--- src/rtl/hist_accum_ctrl.sv ---
// Histogram job controller: clears 256 bins, streams N pixels through a 2-stage
// read-modify-write pipeline (II=1), drains, pulses done. Host reads bins when idle.
module hist_accum_ctrl (
  input  logic        clk,
  input  logic        rst,
  input  logic        start,
  input  logic [12:0] num_pixels,
  output logic        busy,
  output logic        done,
  output logic [11:0] img_raddr,
  input  logic [7:0]  img_rdata,
  output logic [7:0]  bin_raddr,
  input  logic [31:0] bin_rdata,
  output logic [7:0]  bin_waddr,
  output logic [31:0] bin_wdata,
  output logic        bin_wen,
  input  logic        host_req,
  input  logic [7:0]  host_raddr,
  output logic        host_gnt,
  output logic [31:0] host_rdata
);

  typedef enum logic [1:0] {IDLE, CLEAR, ACCUM, DRAIN} state_t;

  state_t      state;
  logic [12:0] n_q;
  logic [12:0] cnt;
  logic        s1_vld;
  logic        s2_vld;
  logic [7:0]  s2_bin;
  logic        fwd_vld;
  logic [7:0]  fwd_bin;
  logic [31:0] fwd_dat;
  logic [31:0] cur_count;
  logic        clr;

  always_ff @(posedge clk) begin
    if (rst) begin
      state   <= IDLE;
      n_q     <= '0;
      cnt     <= '0;
      done    <= 1'b0;
      s1_vld  <= 1'b0;
      s2_vld  <= 1'b0;
      s2_bin  <= '0;
      fwd_vld <= 1'b0;
      fwd_bin <= '0;
      fwd_dat <= '0;
    end else begin
      done    <= 1'b0;
      s1_vld  <= (state == ACCUM);
      s2_vld  <= s1_vld;
      s2_bin  <= img_rdata;
      // Only stage-2 writes feed the forward register; clear writes never do.
      fwd_vld <= s2_vld;
      fwd_bin <= s2_bin;
      fwd_dat <= bin_wdata;
      case (state)
        IDLE: begin
          if (start) begin
            n_q   <= (num_pixels > 13'd4096) ? 13'd4096 : num_pixels;
            cnt   <= '0;
            state <= CLEAR;
          end
        end
        CLEAR: begin
          if (cnt == 13'd255) begin
            cnt <= '0;
            if (n_q == 13'd0) begin
              state <= IDLE;
              done  <= 1'b1;
            end else begin
              state <= ACCUM;
            end
          end else begin
            cnt <= cnt + 13'd1;
          end
        end
        ACCUM: begin
          if (cnt == n_q - 13'd1) begin
            cnt   <= '0;
            state <= DRAIN;
          end else begin
            cnt <= cnt + 13'd1;
          end
        end
        DRAIN: begin
          if (cnt == 13'd1) begin
            cnt   <= '0;
            state <= IDLE;
            done  <= 1'b1;
          end else begin
            cnt <= cnt + 13'd1;
          end
        end
        default: state <= IDLE;
      endcase
    end
  end

  assign clr  = (state == CLEAR);
  assign busy = (state != IDLE);

  // The memory returns stale data when the previous cycle wrote the same bin.
  assign cur_count = (fwd_vld && (fwd_bin == s2_bin)) ? fwd_dat : bin_rdata;

  assign img_raddr  = (state == ACCUM) ? cnt[11:0] : 12'd0;
  assign host_gnt   = host_req && (state == IDLE) && !start && !rst;
  assign bin_raddr  = s1_vld ? img_rdata : (host_gnt ? host_raddr : 8'd0);
  assign bin_wen    = !rst && (clr || s2_vld);
  assign bin_waddr  = clr ? cnt[7:0] : (s2_vld ? s2_bin : 8'd0);
  assign bin_wdata  = s2_vld ? cur_count + 32'd1 : 32'd0;
  assign host_rdata = bin_rdata;

endmodule

--- config.mk ---
export PLATFORM = sky130hd
export DESIGN_NAME = hist_accum_ctrl
export DESIGN_NICKNAME = d
export VERILOG_FILES = /design/src/rtl/hist_accum_ctrl.sv
export SDC_FILE = /design/constraint.sdc
export NUM_CORES = 1
export LEC_CHECK = 0
export BUFFER_PORTS_ARGS = -buffer_cell sky130_fd_sc_hd__buf_2
export CAP_MARGIN = 5
export CORE_MARGIN = 5
export CORE_UTILIZATION = 40
export DETAILED_ROUTE_END_ITERATION = 7
export PLACE_DENSITY = 0.71
export SLEW_MARGIN = 15
export SYNTH_ARGS = -nofsm -noshare
export SYNTH_HDL_FRONTEND = slang
export SYNTH_SLANG_ARGS = --single-unit
export TNS_END_PERCENT = 100
--- constraint.sdc ---
create_clock -name clk -period 5.8 [get_ports clk]
set_input_delay 0.87 -clock clk [delete_from_list [all_inputs] [get_ports clk]]
set_output_delay 0.87 -clock clk [all_outputs]
set_load 0.01 [all_outputs]
== Word-level counts from Yosys, hierarchy flattened ==
Index checks and enable logic that the tools add are counted.

* $add $sub $neg: 3
* $lt $le $gt $ge: 1
* Equality and inequality tests: 11
* Multiplexer cells: 23
* Reduce and logical (&&, ||, !) cells: 13

{| class="wikitable"
|+ Operators by type and width
! kind !! count
|-
| $mux 13 || 5
|-
| $mux 32 || 2
|-
| $pmux 13 s4 || 1
|-
| $add 32x1->32 const B || 1
|-
| $mux 8 || 4
|-
| $add 13x1->13 const B || 1
|-
| $eq 13x1->1 const B || 1
|-
| $eq 13x13->1 || 1
|-
| $eq 13x8->1 const B || 1
|-
| $gt 13x13->1 const B || 1
|-
| $logic_not 13->1 || 1
|-
| $sub 13x1->13 const B || 1
|-
| $mux 12 || 1
|-
| $mux 2 || 5
|-
| $eq 8x8->1 || 1
|-
| $pmux 2 s4 || 1
|-
| $logic_and 1x1->1 || 5
|-
| $eq 2x2->1 const B || 2
|-
| $ne 2x1->1 const B || 2
|-
| $ne 2x2->1 const B || 2
|-
| $reduce_and 4->1 || 1
|-
| $mux 1 || 3
|-
| $eq 2x1->1 const B || 1
|-
| $logic_not 1->1 || 2
|-
| 5 further kinds || 5
|}

* Register bits after elaboration: 80
* Input bits: 65
* Output and inout bits: 96

== Depth between registers and ports, before layout ==
* Depth in word-level cells: 6
* Mapped depth: 15

== Least setup slack after synthesis ==
Ideal clock, no wire load.

* Path type: reg-to-output
* From: reg s2_bin[7]
* To: out bin_wdata[20]
* Data arrival time: 3.605 ns
* Slack: 1.325 ns
* Stages on the path, launching flop included: 16
* Buffers on the path: 3
* Cells stage by stage: dfxtp_1 xnor2_1 nand3_1 nor3_2 buf_2 buf_2 mux2_1 ha_1 clkbuf_1 nand4_1 or2_1 nor3_1 mux2_2 and4_1 or3_1 o211a_1

* Cells in the longest elaborated chain, start to end: 5

{| class="wikitable"
|+ RTL lines
! item !! RTL line !! text
|-
| start: declaration || 30 || <nowiki>logic [7:0] s2_bin;</nowiki>
|-
| start signal: assignment || 53 || <nowiki>s2_bin <= img_rdata;</nowiki>
|-
| $eq 8x8->1 || 105 || <nowiki>assign cur_count = (fwd_vld && (fwd_bin == s2_bin)) ? fwd_dat : bin_rdata;</nowiki>
|-
| $logic_and 1x1->1 || 105 ||
|-
| $mux 32 || 105 ||
|-
| $add 32x1->32 || 112 || <nowiki>assign bin_wdata = s2_vld ? cur_count + 32'd1 : 32'd0;</nowiki>
|-
| $mux 32 || 112 ||
|-
| end: declaration || 15 || <nowiki>output logic [31:0] bin_wdata,</nowiki>
|}

Every way passes these cells.

== Final worst setup path ==
* From: reg s2_bin[6]
* To: out bin_wdata[20]

Same word-level chain as after synthesis.

==> impl.org <==
** Routing
- The routed layout has 5539 vias.
- Dividing the detail-routed wire length by the instance count gives 15.7 µm.
- In the routed layout, each cell is associated on average with a via count of 5.38.
- Number of DRC violations after detailed routing :: 0
- The final layout contains routed wiring with a total length of 16200 µm.
- Number of routed nets with antenna violations :: 0
- Number of iterations in the first detailed-routing pass :: 5
- First-iteration detailed-routing DRC count :: 331

** Timing
- Finish-stage setup viols :: 0
- Hold violation total from the final report :: 0
- Unrepaired setup endpoints after global routing :: false
- Clock period minus final worst setup slack :: 4550 ps
- Setup_tns :: 0 ps
- Clock skew on the completed layout was measured at about 5.5 ps.
- The final count of pins violating max slew was 0.
- Slew @ Worst Pin :: 961 ps
- Headroom to the max-slew limit came out at 0.358.
- Share of the clock period used by the worst path :: 0.784
- Timing would allow up to between 0.2 and 0.25 GHz.

** Die
- The core region is approximately 14000 µm².
- Die Area :: ~17000 µm²
- The floorplan step set the die width to 129 µm.
- During I/O placement, the number of pins put on the boundary was 161.
- Placement row count :: 43
- For this configuration, the core starts out at a cell density of 0.409.
- The die is 129 µm tall.

** Setup path
- Cell family with the largest share of critical-path delay :: simple AND/OR/NAND/NOR gates
- The worst setup path is captured at a primary output.
- Critical register-to-register path endpoint :: fwd_dat[20]
- WP data required :: 4930 ps
- Cells along the critical path :: xnor2_1 > nand4_1 > nor3_4 > mux2_1 > ha_1 > nand4_1 > or2_1 > nor3_1 > mux2_2 > and4_1 > or3_1 > o211a_1 > buf_2
- Worst path bufs/invs :: 1
- In this run the critical register-to-register path is launched from s2_bin[6].
- The cell that appears most often on the critical path is sky130_fd_sc_hd__nand4_1.
- The slowest stage of the critical path is the sky130_fd_sc_hd__mux2_1 cell.
- Data arrives at the worst endpoint at 3680 ps.
- Crit Path Max Fanout :: 7
- Slack of the worst reg-to-reg path :: 2510 ps
- Worst Path Class, Setup :: reg -> out
- Measured in cells, the most critical reg-to-reg path has a length of 12.
- Worst Setup Start Kind :: flip-flop
- On the worst path, the slowest cell contributes a delay of 350 ps.

** Global route
- Initial antenna violation count :: 0
- Total routing usage reported by global routing :: 0.191
- The total overflow left after global routing is 0.
- The first global-routing pass estimated 25700 µm of wire.
- Entering global routing, the biggest net connects between 40 and 50 pins.
- The number of global-route vias before repair is 5170.

** Clock network
- Number of setup buffers added after CTS :: 0
- Number of gates resized after cts :: 0
- Hold bufs inserted after CTS :: 0
- Clock latency on the worst-skew pair, taken at its later pin, is between 300 and 400 ps.
- Clock-pin slew on the worst setup and hold paths :: roughly 70 ps
- Total CTS buffers :: 9
- Counting along the longest clock path gives a buffer depth of 2.
- Counting every sink on the clock net gives 80.
- CTS H-Tree Depth :: 3
- TritonCTS built the clock tree.
- CTS root buf :: sky130_fd_sc_hd__clkbuf_16

** Logic synthesis
- Counting flops with a built-in enable in the synthesized netlist gives 0.
- Largest cells by area after synthesis :: sky130_fd_sc_hd__dfxtp_1 28%, sky130_fd_sc_hd__xnor2_1 6.5%, sky130_fd_sc_hd__and2_1 6.1%
- In this run the mean area of a mapped cell was 7.67 µm².
- Biggest area consumer among synthesized cells :: sky130_fd_sc_hd__dfxtp_1
- The share of the Yosys chip area taken by registers is 0.281.
- Counting every instance in the synthesized netlist gives 743.
- The share of synthesized area in the top cell type comes to 0.281.
- Cell area after technology mapping :: 5700 µm²
- The number of nets in the synthesized netlist is 812.
- Synth Register Bits :: 80
- Top flip-flop cell by instance count after synthesis :: sky130_fd_sc_hd__dfxtp_1
- Yosys printed 0 warnings.
- After synthesis, the share of flip-flops with an asynchronous set or reset is 0.
- Number of distinct library cells after synthesis :: 64

** Worst hold path
- Hold Path Cell Cnt :: 2
- Startpoint of the worst hold path :: n_q[12]
- Kind of path behind the tightest hold check :: reg -> reg
- Endpoint, Worst Hold :: n_q[12]

** Placed design
- In this run, placement finished with an instance count of 1013.
- Routability Congestion :: 0.904
- I/O Buffers :: 160
- Once detailed placement completed, the half-perimeter wirelength came to 12100 µm.

** Finish
- # nets final :: 913
- Of the cells placed in the final design, the portion with a size suffix greater than 1 is 0.237.
- Layout Area Growth over Synthesis :: 16.1%
- Leaving out fill and tap cells, the most frequent cells in the layout are 160 x sky130_fd_sc_hd__buf_2, 82 x sky130_fd_sc_hd__nand2_1, 80 x sky130_fd_sc_hd__dfxtp_1.
- Layout fillers :: 1381
- Most common library cell in the layout ignoring fill and taps :: sky130_fd_sc_hd__buf_2
- Diodes inserted :: 0
- The finished layout holds 1029 standard cells, fillers aside.

** Power
- Worst IR Drop VDD :: 0.130 mV
- For this design the ratio of total power to cell area is 205 nW/µm².
- Lkg Pwr :: approximately 2.7 nW

** Status
- Status :: completed

** Flow run
- Max-cap violations in this run came to 0.
## cells in the mapped netlist (all sizes together), types with 8 or more instances
cell and number:
o21ai 30, a31oi 8, and2 56, nor2b 21
xor2 15, a211oi 10, mux2 9, nand2 82
nor3 23, mux2i 26, xnor2 42, buf 46
dfxtp 80, clkbuf 27, a21oi 15, nand3 37
nor4 16, and3 19, inv 16, nor2 64
nand4 20
## worst register-to-register path: stages (launching register included)
cell                      delay [ps]
sky130_fd_sc_hd__dfxtp_1         330
sky130_fd_sc_hd__xnor2_1         260
sky130_fd_sc_hd__nand4_1         320
sky130_fd_sc_hd__nor3_4          240
sky130_fd_sc_hd__mux2_1          350
sky130_fd_sc_hd__ha_1            310
sky130_fd_sc_hd__nand4_1         170
sky130_fd_sc_hd__or2_1           140
sky130_fd_sc_hd__nor3_1           50
sky130_fd_sc_hd__mux2_2          320
sky130_fd_sc_hd__and4_1          210
sky130_fd_sc_hd__or3_1           320
sky130_fd_sc_hd__o211a_1         150
## final cells by class
class	count	area (µm²)	share of cell area
multi-input combinational	573	3590	0.543
sequential	80	1600	0.242
timing repair buffer	164	831	0.126
clock buffer	9	225	0.0340
tap	180	225	0.0340
clock inverter	7	83.8	0.0127
inverter	16	60.1	0.00908
## stage by stage
step | setup WS [ps] | instance area, µm² | power, mW | utilization | hold slack, ps
floorplan | 1330 | 5700 | 0.717 | - | 463
global placement | 1770 | 6310 | 0.769 | 0.453 | 477
detailed placement | 1680 | 6310 | 0.772 | 0.453 | 485
CTS | 1280 | 6620 | 1.37 | 0.475 | 496
global route | 1030 | 6620 | 1.42 | 0.475 | 517
finish | 1250 | 6620 | 1.36 | 0.475 | 493
## layer usage
metal | vias up | part of all wire | track usage | routed length [µm]
met4 | 0 | 0.018 | 0.0525 | 291
met2 | 231 | 0.44 | 0.298 | 7130
li1 | 2776 | - | - | -
met1 | 2512 | 0.45 | 0.251 | 7250
met3 | 20 | 0.092 | 0.0643 | 1480
met5 | - | 0 | 0 | 0
## how the worst max path moves through the flow
stage	start	to	slack, ps	cells past startpoint
after detailed placement	s2_bin[6]	bin_wdata[20]	1680	13
final	s2_bin[6]	bin_wdata[20]	1250	13
after CTS	s2_bin[6]	bin_wdata[20]	1280	13
after global placement	s2_bin[6]	bin_wdata[20]	1770	13
after global routing	s2_bin[4]	bin_wdata[28]	1030	13
after floorplan	s2_bin[7]	bin_wdata[20]	1330	15
## flip-flops by register name, indices dropped and copies added, names as in the netlist, named ones only
signal   cells
fwd_dat     32
cnt         13
n_q         13
fwd_bin      8
s2_bin       8
done         1
fwd_vld      1
s1_vld       1
s2_vld       1
state        1
## where the power goes
part           internal, mW  leakage [nW]  switching, mW  total (mW)
sequential            0.559         0.649         0.0134       0.573
clock                 0.342         0.149          0.252       0.594
combinational        0.0774          1.93          0.112       0.189
## kinds of logic (layout without fill, tap and decap cells)
kind of cell | count (synthesis) | after routing | synth area share
simple gates | 372 | 372 | 0.341
compound gates | 105 | 105 | 0.127
buf+inv | 90 | 196 | 0.0907
flops | 80 | 80 | 0.281
xor+xnor | 57 | 57 | 0.0876
mux | 35 | 35 | 0.0635
fa+ha+maj | 4 | 4 | 0.00878
Note: power is estimated with default switching activity, not from simulation.
